## config.mk

```make
export PLATFORM = sky130hd
export DESIGN_NAME = dso_rd_ctrl_flat
export DESIGN_NICKNAME = d
export VERILOG_FILES = /design/src/rtl/dso_rd_ctrl_pkg.sv /design/src/rtl/dso_rd_ctrl_if.sv /design/src/rtl/dso_rd_ctrl_sync.sv /design/src/rtl/dso_rd_ctrl.sv /design/src/flat_wrapper.sv
export SDC_FILE = /design/constraint.sdc
export NUM_CORES = 1
export LEC_CHECK = 0
export CORE_ASPECT_RATIO = 0.8
export CORE_UTILIZATION = 30
export DETAILED_ROUTE_END_ITERATION = 12
export PLACE_DENSITY = 0.64
export SYNTH_ARGS = -nofsm -noshare
export SYNTH_HDL_FRONTEND = slang
export SYNTH_SLANG_ARGS = --single-unit
```

## constraint.sdc

```tcl
create_clock -name clk_rd -period 2.6 [get_ports clk_rd]
set_input_delay 0.26 -clock clk_rd [delete_from_list [all_inputs] [get_ports clk_rd]]
set_output_delay 0.26 -clock clk_rd [all_outputs]
set_load 0.01 [all_outputs]
```

## src/rtl/dso_rd_ctrl_pkg.sv

```systemverilog
// Shared types and default sizes for the DSO capture-buffer read side.
package dso_rd_ctrl_pkg;

  localparam int DSO_ADDR_W    = 9;
  localparam int DSO_DATA_W    = 8;
  localparam int DSO_REARM_CYC = 4;

  typedef enum logic [2:0] {
    ST_IDLE,
    ST_FETCH,
    ST_LOAD,
    ST_HOLD,
    ST_REARM
  } rd_state_e;

endpackage

```

## src/rtl/dso_rd_ctrl_if.sv

```systemverilog
// Sample stream from the capture buffer to the display/NIOS side (valid/ready).
interface dso_rd_ctrl_if #(
  parameter int DATA_W = 8
);

  logic [DATA_W-1:0] smp_data;
  logic              smp_valid;
  logic              smp_last;
  logic              smp_ready;

  modport master (
    output smp_data,
    output smp_valid,
    output smp_last,
    input  smp_ready
  );

  modport slave (
    input  smp_data,
    input  smp_valid,
    input  smp_last,
    output smp_ready
  );

endinterface

```

## src/rtl/dso_rd_ctrl_sync.sv

```systemverilog
// Generic 1-bit two-flop synchronizer with asynchronous active-low reset.
module sync_2ff (
  input  logic clk,
  input  logic rst_n,
  input  logic d_i,
  output logic q_o
);

  logic meta_q;
  logic sync_q;

  // Two back-to-back flops give the first stage a full cycle to resolve.
  always_ff @(posedge clk or negedge rst_n) begin
    if (!rst_n) begin
      meta_q <= 1'b0;
      sync_q <= 1'b0;
    end else begin
      meta_q <= d_i;
      sync_q <= meta_q;
    end
  end

  assign q_o = sync_q;

endmodule

```

## src/rtl/dso_rd_ctrl.sv

```systemverilog
// Reads a full capture from RAM with a programmable stride, streams it out over
// valid/ready and then pulses cap_en low to re-arm the writer.
module dso_rd_ctrl
  import dso_rd_ctrl_pkg::*;
#(
  parameter int ADDR_W    = DSO_ADDR_W,
  parameter int DATA_W    = DSO_DATA_W,
  parameter int REARM_CYC = DSO_REARM_CYC
) (
  input  logic              clk_rd,
  input  logic              rst_n,
  input  logic              cap_irq,
  input  logic              rd_arm,
  input  logic              rd_abort,
  input  logic [ADDR_W-1:0] rd_step,
  output logic [ADDR_W-1:0] rdaddr,
  input  logic [DATA_W-1:0] rddata,
  dso_rd_ctrl_if.master     smp,
  output logic              cap_en,
  output logic              rd_busy,
  output logic              rd_done
);

  localparam int CNT_W = (REARM_CYC > 1) ? $clog2(REARM_CYC) : 1;

  rd_state_e         state_q, state_d;
  logic              irq_s;
  logic              irq_prev_q;
  logic [ADDR_W-1:0] addr_q, addr_d;
  logic [ADDR_W-1:0] step_q, step_d;
  logic [DATA_W-1:0] data_q, data_d;
  logic              valid_q, valid_d;
  logic              last_q, last_d;
  logic              cap_en_q, cap_en_d;
  logic              done_q, done_d;
  logic [CNT_W-1:0]  rearm_cnt_q, rearm_cnt_d;
  logic [ADDR_W:0]   addr_sum;
  logic              start;
  logic              accept;
  logic              abort_req;

  sync_2ff u_irq_sync (
    .clk   (clk_rd),
    .rst_n (rst_n),
    .d_i   (cap_irq),
    .q_o   (irq_s)
  );

  // One extra bit so a step past the top of RAM shows up as a carry, never a wrap.
  assign addr_sum  = {1'b0, addr_q} + {1'b0, step_q};
  assign start     = (state_q == ST_IDLE) && irq_s && !irq_prev_q && rd_arm;
  assign accept    = (state_q == ST_HOLD) && valid_q && smp.smp_ready;
  assign abort_req = rd_abort && (state_q inside {ST_FETCH, ST_LOAD, ST_HOLD});

  // State and datapath registers.
  always_ff @(posedge clk_rd or negedge rst_n) begin
    if (!rst_n) begin
      state_q     <= ST_IDLE;
      irq_prev_q  <= 1'b0;
      addr_q      <= '0;
      step_q      <= '0;
      data_q      <= '0;
      valid_q     <= 1'b0;
      last_q      <= 1'b0;
      cap_en_q    <= 1'b1;
      done_q      <= 1'b0;
      rearm_cnt_q <= '0;
    end else begin
      state_q     <= state_d;
      irq_prev_q  <= irq_s;
      addr_q      <= addr_d;
      step_q      <= step_d;
      data_q      <= data_d;
      valid_q     <= valid_d;
      last_q      <= last_d;
      cap_en_q    <= cap_en_d;
      done_q      <= done_d;
      rearm_cnt_q <= rearm_cnt_d;
    end
  end

  // Next-state logic; an abort overrides whatever the handshake would do.
  always_comb begin
    state_d = state_q;
    unique case (state_q)
      ST_IDLE:  if (start) state_d = ST_FETCH;
      ST_FETCH: state_d = ST_LOAD;
      ST_LOAD:  state_d = ST_HOLD;
      ST_HOLD:  if (accept) state_d = last_q ? ST_REARM : ST_FETCH;
      // Leave only once the pulse is over and the irq level has dropped.
      ST_REARM: if (cap_en_q && !irq_s) state_d = ST_IDLE;
      default:  state_d = ST_IDLE;
    endcase
    if (abort_req) state_d = ST_REARM;
  end

  // Datapath / output next values per state.
  always_comb begin
    addr_d      = addr_q;
    step_d      = step_q;
    data_d      = data_q;
    valid_d     = valid_q;
    last_d      = last_q;
    cap_en_d    = cap_en_q;
    done_d      = 1'b0;
    rearm_cnt_d = rearm_cnt_q;
    unique case (state_q)
      ST_IDLE: begin
        addr_d = '0;
        if (start) step_d = (rd_step == '0) ? ADDR_W'(1) : rd_step;
      end
      ST_FETCH: begin
      end
      ST_LOAD: begin
        data_d  = rddata;
        valid_d = 1'b1;
        last_d  = addr_sum[ADDR_W];
      end
      ST_HOLD: begin
        if (accept) begin
          valid_d = 1'b0;
          last_d  = 1'b0;
          if (last_q) begin
            done_d      = 1'b1;
            cap_en_d    = 1'b0;
            rearm_cnt_d = '0;
          end else begin
            addr_d = addr_sum[ADDR_W-1:0];
          end
        end
      end
      ST_REARM: begin
        addr_d = '0;
        if (!cap_en_q) begin
          if (rearm_cnt_q == CNT_W'(REARM_CYC - 1)) cap_en_d = 1'b1;
          else rearm_cnt_d = rearm_cnt_q + CNT_W'(1);
        end
      end
      default: begin
      end
    endcase
    if (abort_req) begin
      valid_d     = 1'b0;
      last_d      = 1'b0;
      done_d      = 1'b0;
      cap_en_d    = 1'b0;
      rearm_cnt_d = '0;
    end
  end

  assign rdaddr        = addr_q;
  assign smp.smp_data  = data_q;
  assign smp.smp_valid = valid_q;
  assign smp.smp_last  = last_q;
  assign cap_en        = cap_en_q;
  assign rd_done       = done_q;
  assign rd_busy       = (state_q != ST_IDLE);

endmodule

```

## src/flat_wrapper.sv

```systemverilog
// flat-port wrapper written by rule: the top's interface ports become plain ports
module dso_rd_ctrl_flat import dso_rd_ctrl_pkg::*;
#(
  parameter int ADDR_W    = DSO_ADDR_W,
  parameter int DATA_W    = DSO_DATA_W,
  parameter int REARM_CYC = DSO_REARM_CYC
)
  (clk_rd, rst_n, cap_irq, rd_arm, rd_abort, rd_step, rdaddr, rddata, cap_en, rd_busy, rd_done, smp_smp_data, smp_smp_valid, smp_smp_last, smp_smp_ready);
  dso_rd_ctrl_if #(.DATA_W(DATA_W)) smp_i ();
  input  logic clk_rd;
  input  logic rst_n;
  input  logic cap_irq;
  input  logic rd_arm;
  input  logic rd_abort;
  input  logic [ADDR_W-1:0] rd_step;
  output logic [ADDR_W-1:0] rdaddr;
  input  logic [DATA_W-1:0] rddata;
  output logic cap_en;
  output logic rd_busy;
  output logic rd_done;
  output wire logic [$bits(smp_i.smp_data)-1:0] smp_smp_data;
  output wire logic [$bits(smp_i.smp_valid)-1:0] smp_smp_valid;
  output wire logic [$bits(smp_i.smp_last)-1:0] smp_smp_last;
  input wire logic [$bits(smp_i.smp_ready)-1:0] smp_smp_ready;
  assign smp_smp_data = smp_i.smp_data;
  assign smp_smp_valid = smp_i.smp_valid;
  assign smp_smp_last = smp_i.smp_last;
  assign smp_i.smp_ready = smp_smp_ready;
  dso_rd_ctrl #(.ADDR_W(ADDR_W), .DATA_W(DATA_W), .REARM_CYC(REARM_CYC)) u_core (.clk_rd(clk_rd), .rst_n(rst_n), .cap_irq(cap_irq), .rd_arm(rd_arm), .rd_abort(rd_abort), .rd_step(rd_step), .rdaddr(rdaddr), .rddata(rddata), .smp(smp_i), .cap_en(cap_en), .rd_busy(rd_busy), .rd_done(rd_done));
endmodule
```

==> out/results.ini, run 1 <==
[run_status]
status = completed

[power_and_ir_drop]
powerDensity_mw_per_mm2 = 807
p_total_uw = 2020
ir_drop_mv = 0.325
leakage_uw = 0.00108

[clock_tree]
cts.repair.resized = 0
cts_hold_buf = 0
cts_tree = yes
cts_made_buffers = 5
cts-root-buf = clkbuf_8
htreeDepth = 2
path_clk_slew_ns = 0.08
clk_latency_ns = 0.29
cts_sinks = 38
cts.path.max_buffers = 2
cts_setup_buffers = 0

[sta]
tightest_slew_ns = 0.844
final-hold-violation-count = 0
setup_viol = 0
rsz0062_at_grt = false
tns_ns = 0
maxSlewViolCount = 0
min_period_ns = 1.98
min_period_over_period_pct = 76.2
clock.fmax_ghz = 0.505
finalClockSkew_ns = 0.00400
maxSlewHeadroom_pct = 43.7

[logic_synthesis]
avgSynthCellArea_um2 = 11.0
synth_top_family_by_area = compound AO/OA/AOI/OAI gates
synthAdderAreaFrac_pct = 7.65
synth_cell_types = 40
async_flop_share_pct = 100
ys_seq_area_share_pct = 50.2
synth_compound_area_share_pct = 16.1
netlist_area_mm2 = 0.00190
yosys_most_used_dff = dfrtp_1
yosys_register_bits = 38
synth_cells = 172
synth_edf_count = 0
muxShareOfSynthArea_pct = 8.91
ys.warnings.count = 0
syn_nets = 206
synth-xor-area-share_pct = 2.31
synth-simple-area-share_pct = 12.2

[cells_and_area]
multi_input_area_um2 = 895
layout-drive-gt1-share_pct = 13.7
seq_area_um2 = 952
nets = 252
nFillCells = 590
area_growth_pct = 32.3
n_antenna_cell = 0

[floorplan]
initial_core_util_pct = 31.6
rows = 25
die_x_um = 90.9
num_io_pins = 45
die-area_mm2 = 0.00665
coreArea_mm2 = 0.00601
die_h_um = 73.1

[global_route]
grt_max_degree = 39
grt_pass1_vias = 1372
grt_overflow_total = 0
grt_pass1_wl_um = 6760
grtUsageTotal_pct = 13.2
grt_antenna_before_repair = 0

[place]
gp_congestion = 0.794
portBuffers = 44
hpwl_um = 2930

[critical_path]
path_class = flop to primary output
cp-start-kind = flop
cp_slowest_stage_delay_ns = 0.50
cp.arrival_ns = 1.72
crit_path_cell_trace = or3_4, clkdlybuf4s50_1
cp_max_fo = 11
cp-end-kind = primary output
slowest_stage = clkdlybuf4s50_1
worstPathRequired_ns = 2.34

[detailed_routing]
wl_per_cell_um = 13.3
drc = 0
vias = 1424
drt_iter0_drc = 58
wl_um = 3980
viasPerCell = 4.75
postRouteAntennaNets = 0
firstDrtPassIters = 4

[min_path]
hold_class = input port to async pin

[flow_run]
cap_viol_max_count = 0

-- worst max-delay path: cells and delay by family (launching register included) --
kind | cells | cell delay (ns)
buf+inv | 1 | 0.50
flops | 1 | 0.49
simple gates | 1 | 0.44
-- cell usage after synthesis (3+ instances only) --
cell type,count,area [um^2]
a211oi_1,3,22.5
a21o_1,4,30.0
a21oi_1,7,35.0
clkbuf_1,4,15.0
dfrtp_1,37,926
ha_1,10,125
inv_1,6,22.5
mux2_1,5,56.3
mux2_2,10,113
nand2_1,7,26.3
nand3_1,12,60.1
nor2_1,11,41.3
o21a_1,3,22.5
o21ai_0,17,85.1
or2_2,3,18.8
xor2_1,5,43.8
-- power breakdown --
group / internal [uW] / total [uW] / switching (uW) / leakage (uW)
logic: 404 / 716 / 312 / 0.000552
registers: 765 / 885 / 119 / 0.000481
clock network: 213 / 423 / 210 / 0.0000472
-- cell families (layout without fill, tap and decap cells) --
group	after synthesis	after routing
buffers and inverters	12	59
multiplexers	15	15
AO/OA/AOI/OAI	47	47
AND/OR/NAND/NOR	44	44
adder cells (fa/ha/maj)	11	11
flip-flops	38	38
XOR/XNOR	5	5
-- placed cells by master, fill, tap and decap left out, drive strengths merged, types with 3 or more instances in the layout --
cell type / netlist / routed
a211oi: 3 / 3
a21o: 4 / 4
o21ai: 17 / 17
dfrtp: 37 / 37
clkbuf: 4 / 6
mux2: 15 / 15
clkdlybuf4s50: 0 / 43
a21oi: 7 / 7
inv: 6 / 6
nand2: 7 / 7
ha: 10 / 10
nand3: 12 / 12
xor2: 5 / 5
o21a: 3 / 3
nor2: 12 / 12
or2: 3 / 3
-- final cells by class --
class                      instances  share of cell area, %
clock buffer                       6                   3.29
clock inverter                     2                  0.499
inverter                           6                  0.898
multi-input combinational        122                   35.7
sequential                        38                   38.0
tap                               81                   4.04
timing repair buffer              45                   17.7
-- per-stage QoR --
stage	cells	worst slack [ns]	hold slack, ns	utilization (%)	cell area (um^2)
after CTS	300	0.600	0.103	41.8	2510
after floorplan	172	0.753	-0.0356	-	1900
after global routing	300	0.505	0.149	41.8	2510
after detailed placement	292	0.674	0.336	40.2	2410
after global placement	292	0.711	0.334	40.2	2410
final	300	0.619	0.0649	41.8	2510
-- metal layers --
metal / share of wire [%] / vias up / GRT usage, %
li1: - / 717 / -
met4: 1.0 / 0 / 4.76
met1: 50 / 661 / 18.4
met5: 0 / - / 0
met2: 44 / 41 / 19.8
met3: 5.5 / 5 / 3.54
-- worst paths after layout --
kind,cells past startpoint,slack (ns),to,startpoint
worst max-delay path,2,0.62,rd_busy,u_core.state_q[2]
min in group clk_rd,0,0.35,u_core.u_irq_sync.q_o,u_core.u_irq_sync.meta_q
worst min-delay path,1,0.06,u_core.rdaddr[3],rst_n
max in group asynchronous,1,1.99,u_core.state_q[2],rst_n
worst max register to register,8,0.65,u_core.rdaddr[8],u_core.rdaddr[0]
worst min register to register,0,0.35,u_core.u_irq_sync.q_o,u_core.u_irq_sync.meta_q
-- sequential cells by signal, summed over array words and instances, names as in the netlist, 2 cells and up --
signal	flops
u_core.step_q	9
u_core.smp.smp_data	8
u_core.rdaddr	9
u_core.rearm_cnt_q	2
u_core.state_q	3
Power figures use the tool's default switching activity.
==> inputs of run 2 (changes only) <==
--- a/config.mk
+++ b/config.mk
@@ -8,7 +8,7 @@
 export CORE_ASPECT_RATIO = 0.8
 export CORE_UTILIZATION = 30
 export DETAILED_ROUTE_END_ITERATION = 12
-export PLACE_DENSITY = 0.64
+export PLACE_DENSITY = 0.66
 export SYNTH_ARGS = -nofsm -noshare
 export SYNTH_HDL_FRONTEND = slang
 export SYNTH_SLANG_ARGS = --single-unit
==> constraint.sdc (replaced) <==
create_clock -name clk_rd -period 1.72 [get_ports clk_rd]
set_input_delay 0.172 -clock clk_rd [delete_from_list [all_inputs] [get_ports clk_rd]]
set_output_delay 0.172 -clock clk_rd [all_outputs]
set_load 0.01 [all_outputs]
==> out/results.ini, run 2 (synthesized netlist as in run 1, its figures left out) <==
[run_status]
status = finished with violations
failed_checks = setup timing

[cells_and_area]
layout-drive-gt1-share_pct = 26.9  ; +13 points
final_cell_mix = clkdlybuf4s50_1, dfrtp_1, buf_4
final_area_mm2 = 0.00281  ; +12%
final_util_pct = 46.8  ; +5.0 points
area_growth_pct = 48.2
fin_cells = 323  ; +7.7%
final_common_cell = clkdlybuf4s50_1
n_antenna_cell = 0  ; unchanged
nets = 275  ; +9.1%

[global_route]
grt_pass1_wl_um = 7320  ; +8.4%
grt_max_degree = 39  ; unchanged
grtUsageTotal_pct = 14.2  ; +1.1 points
grt_overflow_total = 0  ; unchanged
grt_pass1_vias = 1511  ; +10%
grt_antenna_before_repair = 0  ; unchanged

[clock_tree]
htreeDepth = 2  ; unchanged
cts_sinks = 38  ; unchanged
cts-root-buf = clkbuf_8
path_clk_slew_ns = 0.08  ; about the same
cts_tree = yes
clk_latency_ns = 0.29  ; about the same
cts_made_buffers = 5  ; unchanged
cts.path.max_buffers = 2  ; unchanged

[sta]
rsz0062_at_grt = true
final-hold-violation-count = 0  ; unchanged
clock.fmax_ghz = 0.541
tightest_slew_ns = 0.487  ; -0.357 ns
maxSlewViolCount = 0  ; unchanged
min_period_ns = 1.85
maxSlewHeadroom_pct = 67.5  ; +24 points
hold_ws_ns = 0.325  ; +0.261 ns
setup_viol = 4  ; +4
finalClockSkew_ns = 0.00744  ; +0.00343 ns
fin_ws_ns = -0.128  ; -0.747 ns
min_period_over_period_pct = 107

[detailed_routing]
wl_um = 4260  ; +7.0%
postRouteAntennaNets = 0  ; unchanged
viasPerCell = 4.74  ; -0.21%
wl_per_cell_um = 13.2  ; -0.64%
drc = 0  ; unchanged
wl_met1_um = 2180  ; +9.7%
met3_length_um = 192  ; -12%
drt_iter0_drc = 92  ; +59%
vias = 1530  ; +7.4%
met2_length_um = 1880  ; +8.0%
routed.top_layer = met4
firstDrtPassIters = 4  ; unchanged

[floorplan]
die_x_um = 90.9  ; unchanged
initial_core_util_pct = 31.6  ; unchanged
num_io_pins = 45  ; unchanged
die_h_um = 73.1  ; unchanged
coreArea_mm2 = 0.00601  ; unchanged
rows = 25  ; unchanged
die-area_mm2 = 0.00665  ; unchanged

[critical_path]
crit_path_cell_trace = ha_2, inv_2, fa_2, nor2b_2, o31a_1, o41ai_2, xor2_1, o21ai_1
cp_slowest_stage_delay_ns = 0.39  ; -0.11 ns
cp_top_family = compound AO/OA/AOI/OAI gates
worstPathRequired_ns = 1.90  ; -0.44 ns
cp_num_buf_inv = 1  ; unchanged
cp.arrival_ns = 2.03  ; +0.31 ns
critPathLaunch = u_core.step_q[0]
cp-end-kind = flop
cp-start-kind = flop
cp_max_fo = 3  ; -8
slowest_stage = dfrtp_1
path_class = flop to flop
r2r-start = u_core.step_q[0]

[min_path]
hp-start = cap_irq
hold_class = input port to flop

[place]
gp_congestion = 0.803  ; +1.1%
hpwl_um = 3090  ; +5.3%
portBuffers = 44  ; unchanged
numPlacedInstances = 310  ; +6.2%
place_area_mm2 = 0.00259  ; +7.2%

[flow_run]
cap_viol_max_count = 0  ; unchanged

[power_and_ir_drop]
ir_drop_mv = 0.740  ; +130%
leakage_uw = 0.00123  ; +14%
powerDensity_mw_per_mm2 = 1250  ; +54%

[run 2: changes by cell type in the layout (fill, tap and decap cells not counted), sizes merged]
cell	previous run	this run
clkdlybuf4s50	43	42
clkinvlp	1	0
clkinv	1	0
dlygate4sd2	0	1
dlygate4sd3	0	1
buf	2	24
bufinv	0	2
[run 2: per-stage QoR]
stage | setup slack, ns | power (uW) | setup TNS, ns
after CTS | -0.102 | 3490 | -0.141
after detailed placement | -0.0920 | 2530 | -0.129
after global routing | -0.214 | 3750 | -0.717
after floorplan | -0.0647 | 2000 | -0.0808
final | -0.128 | 3500 | -0.313
after global placement | -0.0389 | 2500 | -0.0488
[run 2: cell type report]
class	count	area [um^2]
clock buffers	6	82.6
clock inverters	2	60.1
fillers	563	3200
inverters	6	22.5
multi-input cells	122	962
flip-flops and latches	38	952
well taps	81	101
repair buffers	68	629
[run 2: worst paths after layout]
kind	endpoint	slack [ns]	cells past startpoint
max	u_core.rdaddr[8]	-0.13	8
min	u_core.u_irq_sync.meta_q	0.33	1
max reg2reg	u_core.rdaddr[8]	-0.13	8
min reg2reg	u_core.u_irq_sync.q_o	0.36	0
max in group asynchronous	u_core.cap_en	0.90	3
min in group asynchronous	u_core.step_q[4]	0.46	3
[run 2: timing repair]
item | 4_1_cts | 5_1_grt
gates resized for setup | 3 | 11
buffers inserted | 0 | 4
endpoints found under the hold margin | 37 | 0
hold buffers | 1 | 0
pin swaps | 1 | 9
endpoints found under the setup margin | 4 | 6
[run 2: routing by layer]
metal  GRT usage [%]  vias to the layer above
met1            20.4                      734
li1                -                      761
met2            21.0                       33
met3            3.75                        2
met5               0                        -
met4            4.76                        0
[run 2: power breakdown]
part | leakage [uW] | switching, uW | total, uW | internal, uW
sequential | 0.000481 | 166 | 1320 | 1160
clock | 0.0000714 | 327 | 946 | 619
combinational | 0.000683 | 536 | 1230 | 695
total | 0.00123 | 1030 | 3500 | 2470
==> inputs of run 3 (changes only) <==
--- a/config.mk
+++ b/config.mk
@@ -5,10 +5,12 @@
 export SDC_FILE = /design/constraint.sdc
 export NUM_CORES = 1
 export LEC_CHECK = 0
+export ABC_AREA = 1
 export CORE_ASPECT_RATIO = 0.8
 export CORE_UTILIZATION = 30
 export DETAILED_ROUTE_END_ITERATION = 12
-export PLACE_DENSITY = 0.66
+export PLACE_DENSITY = 0.65
+export SKIP_LAST_GASP = 1
 export SYNTH_ARGS = -nofsm -noshare
 export SYNTH_HDL_FRONTEND = slang
 export SYNTH_SLANG_ARGS = --single-unit
==> out/results.ini, run 3 <==
[sta]
min_period_ns = 1.62  ; -0.226 ns
tightest_slew_ns = 0.475  ; -0.0118 ns
hold_ws_ns = 0.315  ; -0.0109 ns
min_period_over_period_pct = 94.3  ; -13 points
maxSlewViolCount = 0  ; unchanged
rsz0062_at_grt = true
clock.fmax_ghz = 0.617  ; +14%
setup_viol = 0  ; -4
finalClockSkew_ns = 0.00489  ; -0.00255 ns
final-hold-violation-count = 0  ; unchanged
maxSlewHeadroom_pct = 68.3  ; +0.79 points

[floorplan]
die_x_um = 94.7  ; +4.2%
initial_core_util_pct = 31.7  ; +0.15 points
die-area_mm2 = 0.00722  ; +8.6%
die_h_um = 76.2  ; +4.2%
coreArea_mm2 = 0.00651  ; +8.3%
rows = 26  ; +4.0%
num_io_pins = 45  ; unchanged

[critical_path]
crit_path_cell_trace = nor2_4, nand2_2, clkdlybuf4s50_1
cp_slowest_stage_delay_ns = 0.49  ; +0.10 ns
cp-start-kind = flop
slowest_stage = clkdlybuf4s50_1
reg2reg_depth = 11  ; +3
cp-end-kind = primary output
path_class = flop to primary output
cp_max_fo = 5  ; +2
worstPathRequired_ns = 1.55  ; -0.35 ns
cp.arrival_ns = 1.45  ; -0.58 ns

[global_route]
grt_pass1_vias = 1840  ; +22%
grt_use_met3_pct = 5.69  ; +1.9 points
grt_use_met1_pct = 18.3  ; -2.1 points
top_usage_layer = met2
grtUsageTotal_pct = 14.1  ; -0.14 points
grt_pass1_wl_um = 8000  ; +9.3%
grt_overflow_total = 0  ; unchanged
use_met2_pct = 21.4  ; +0.48 points
grt_antenna_before_repair = 0  ; unchanged
grt_max_degree = 21  ; -46%

[min_path]
holdPathStages = 1  ; unchanged
hold_class = input port to flop

[power_and_ir_drop]
leakage_uw = 0.00137  ; +11%
powerDensity_mw_per_mm2 = 1360  ; +8.9%
ir_drop_mv = 0.602  ; -19%

[logic_synthesis]
yosys_register_bits = 38  ; unchanged
avgSynthCellArea_um2 = 8.23  ; -25%
async_flop_share_pct = 100  ; unchanged
yosys.area.top_type = dfrtp_1
netlist_area_mm2 = 0.00206  ; +8.8%
synth_area_leaders = dfrtp_1, nand2_1, ha_1, inv_1, nand3_1
syn_nets = 285  ; +38%
ys_seq_area_share_pct = 46.1  ; -4.1 points
synthAdderAreaFrac_pct = 7.03  ; -0.62 points
yosysMostFrequentCell = nand2_1
synth_compound_area_share_pct = 6.97  ; -9.1 points
synth-simple-area-share_pct = 28.4  ; +16 points
yosys_most_used_dff = dfrtp_1
ys.warnings.count = 0  ; unchanged
muxShareOfSynthArea_pct = 4.36  ; -4.5 points
synth_cell_types = 29  ; -28%
synth-xor-area-share_pct = 0.848  ; -1.5 points
synth_top_cell_area_share_pct = 44.8  ; -4.0 points
synth_common_cells = nand2_1, dfrtp_1, inv_1
synth_cells = 251  ; +46%
synth_edf_count = 0  ; unchanged
synth_top_family_by_area = simple AND/OR/NAND/NOR gates

[clock_tree]
path_clk_slew_ns = 0.08  ; about the same
cts_tree = yes
cts.path.max_buffers = 2  ; unchanged
cts_made_buffers = 5  ; unchanged
htreeDepth = 2  ; unchanged
cts_sinks = 38  ; unchanged
clk_latency_ns = 0.29  ; about the same
cts-root-buf = clkbuf_8

[cells_and_area]
fin_cells = 392  ; +21%
final_common_cell = nand2_1
layout-drive-gt1-share_pct = 13.6  ; -13 points
nFillCells = 662  ; +18%
nets = 341  ; +24%
multi_input_area_um2 = 991  ; +3.0%
seq_area_um2 = 955  ; +0.26%
final_cell_mix = nand2_1, clkdlybuf4s50_1, dfrtp_1
area_growth_pct = 36.1
n_antenna_cell = 0  ; unchanged

[place]
portBuffers = 44  ; unchanged
hpwl_um = 3600  ; +17%
gp_congestion = 0.862  ; +7.4%
numPlacedInstances = 382  ; +23%

[detailed_routing]
wl_um = 4580  ; +7.4%
drt_iter0_drc = 80  ; -13%
vias = 1822  ; +19%
wl_per_cell_um = 11.7  ; -11%
drc = 0  ; unchanged
postRouteAntennaNets = 0  ; unchanged
viasPerCell = 4.65  ; -1.9%
firstDrtPassIters = 4  ; unchanged

[flow_run]
cap_viol_max_count = 0  ; unchanged

[run_status]
status = completed

-- run 3: cell count changes after synthesis, moves of 4 or more --
cell      previous run  this run
o21ai_0             17        13
nand3_1             12        19
xor2_1               5         1
inv_1                6        32
nand2_1              7        79
nand2_2              0         4
mux2_1               5         0
clkbuf_1             4         0
a21o_1               4         0
nand4_1              0         4
-- run 3: cells by family after synthesis --
group	after synthesis
XOR/XNOR	2
AND/OR/NAND/NOR	132
flip-flops	38
multiplexers	8
adder cells (fa/ha/maj)	11
buffers and inverters	34
AO/OA/AOI/OAI	26
-- run 3: final cells by class --
type | count | share of cell area, %
inverters | 34 | 4.59
multi-input cells | 179 | 35.3
flip-flops and latches | 38 | 34.0
well taps | 84 | 3.74
clock inverters | 2 | 2.14
clock buffers | 6 | 2.94
repair buffers | 49 | 17.4
-- run 3: report_power, final --
group	internal [uW]	leakage, uW	switching, uW
clock network	619	0.0000714	332
logic	691	0.000818	797
registers	1180	0.000478	198
total	2490	0.00137	1330
-- run 3: worst paths after layout --
| path | from | endpoint | slack [ns] |
|---|---|---|---|
| hold / removal | cap_irq | u_core.u_irq_sync.meta_q | 0.31 |
| setup reg to reg | u_core.rdaddr[0] | u_core.rdaddr[8] | 0.11 |
| max in group asynchronous | rst_n | u_core.state_q[2] | 0.88 |
| setup / recovery | u_core.state_q[1] | rd_busy | 0.1 |
| hold reg to reg | u_core.u_irq_sync.meta_q | u_core.u_irq_sync.q_o | 0.35 |
| min in group asynchronous | rst_n | u_core.rearm_cnt_q[1] | 0.37 |
-- run 3: metal layers --
layer | routed length [um] | vias to the layer above
met5 | 0 | -
met4 | 28 | 0
met3 | 373 | 4
met2 | 1940 | 51
met1 | 2240 | 844
li1 | - | 923
-- run 3: per-stage QoR --
| step | setup TNS (ns) | power, uW | instance area, um^2 | utilization, % | setup WS, ns |
|---|---|---|---|---|---|
| 6_report | 0 | 3810 | 2810 | 43.2 | 0.0985 |
| 5_1_grt | -0.0464 | 4100 | 2810 | 43.2 | -0.0464 |
| 4_1_cts | 0 | 3830 | 2790 | 42.9 | 0.000773 |
| 3_5_place_dp | 0 | 2870 | 2640 | 40.6 | 0.0813 |
| 3_3_place_gp | 0 | 2840 | 2640 | 40.6 | 0.116 |
| 2_1_floorplan | 0 | 2260 | 2060 | - | 0.0860 |
-- run 3: worst max-delay path: cells and delay by family, from the launching register on --
| kind | cells | cell delay, ns |
|---|---|---|
| buffers and inverters | 1 | 0.49 |
| flip-flops | 1 | 0.45 |
| AND/OR/NAND/NOR | 2 | 0.22 |
-- run 3: timing repair --
action / 4_1_cts / 5_1_grt
setup buffers: 0 / 1
hold buffers: 1 / 0
gates resized for setup: 0 / 6
hold endpoints to repair: 17 / 0
endpoints found under the setup margin: 0 / 2
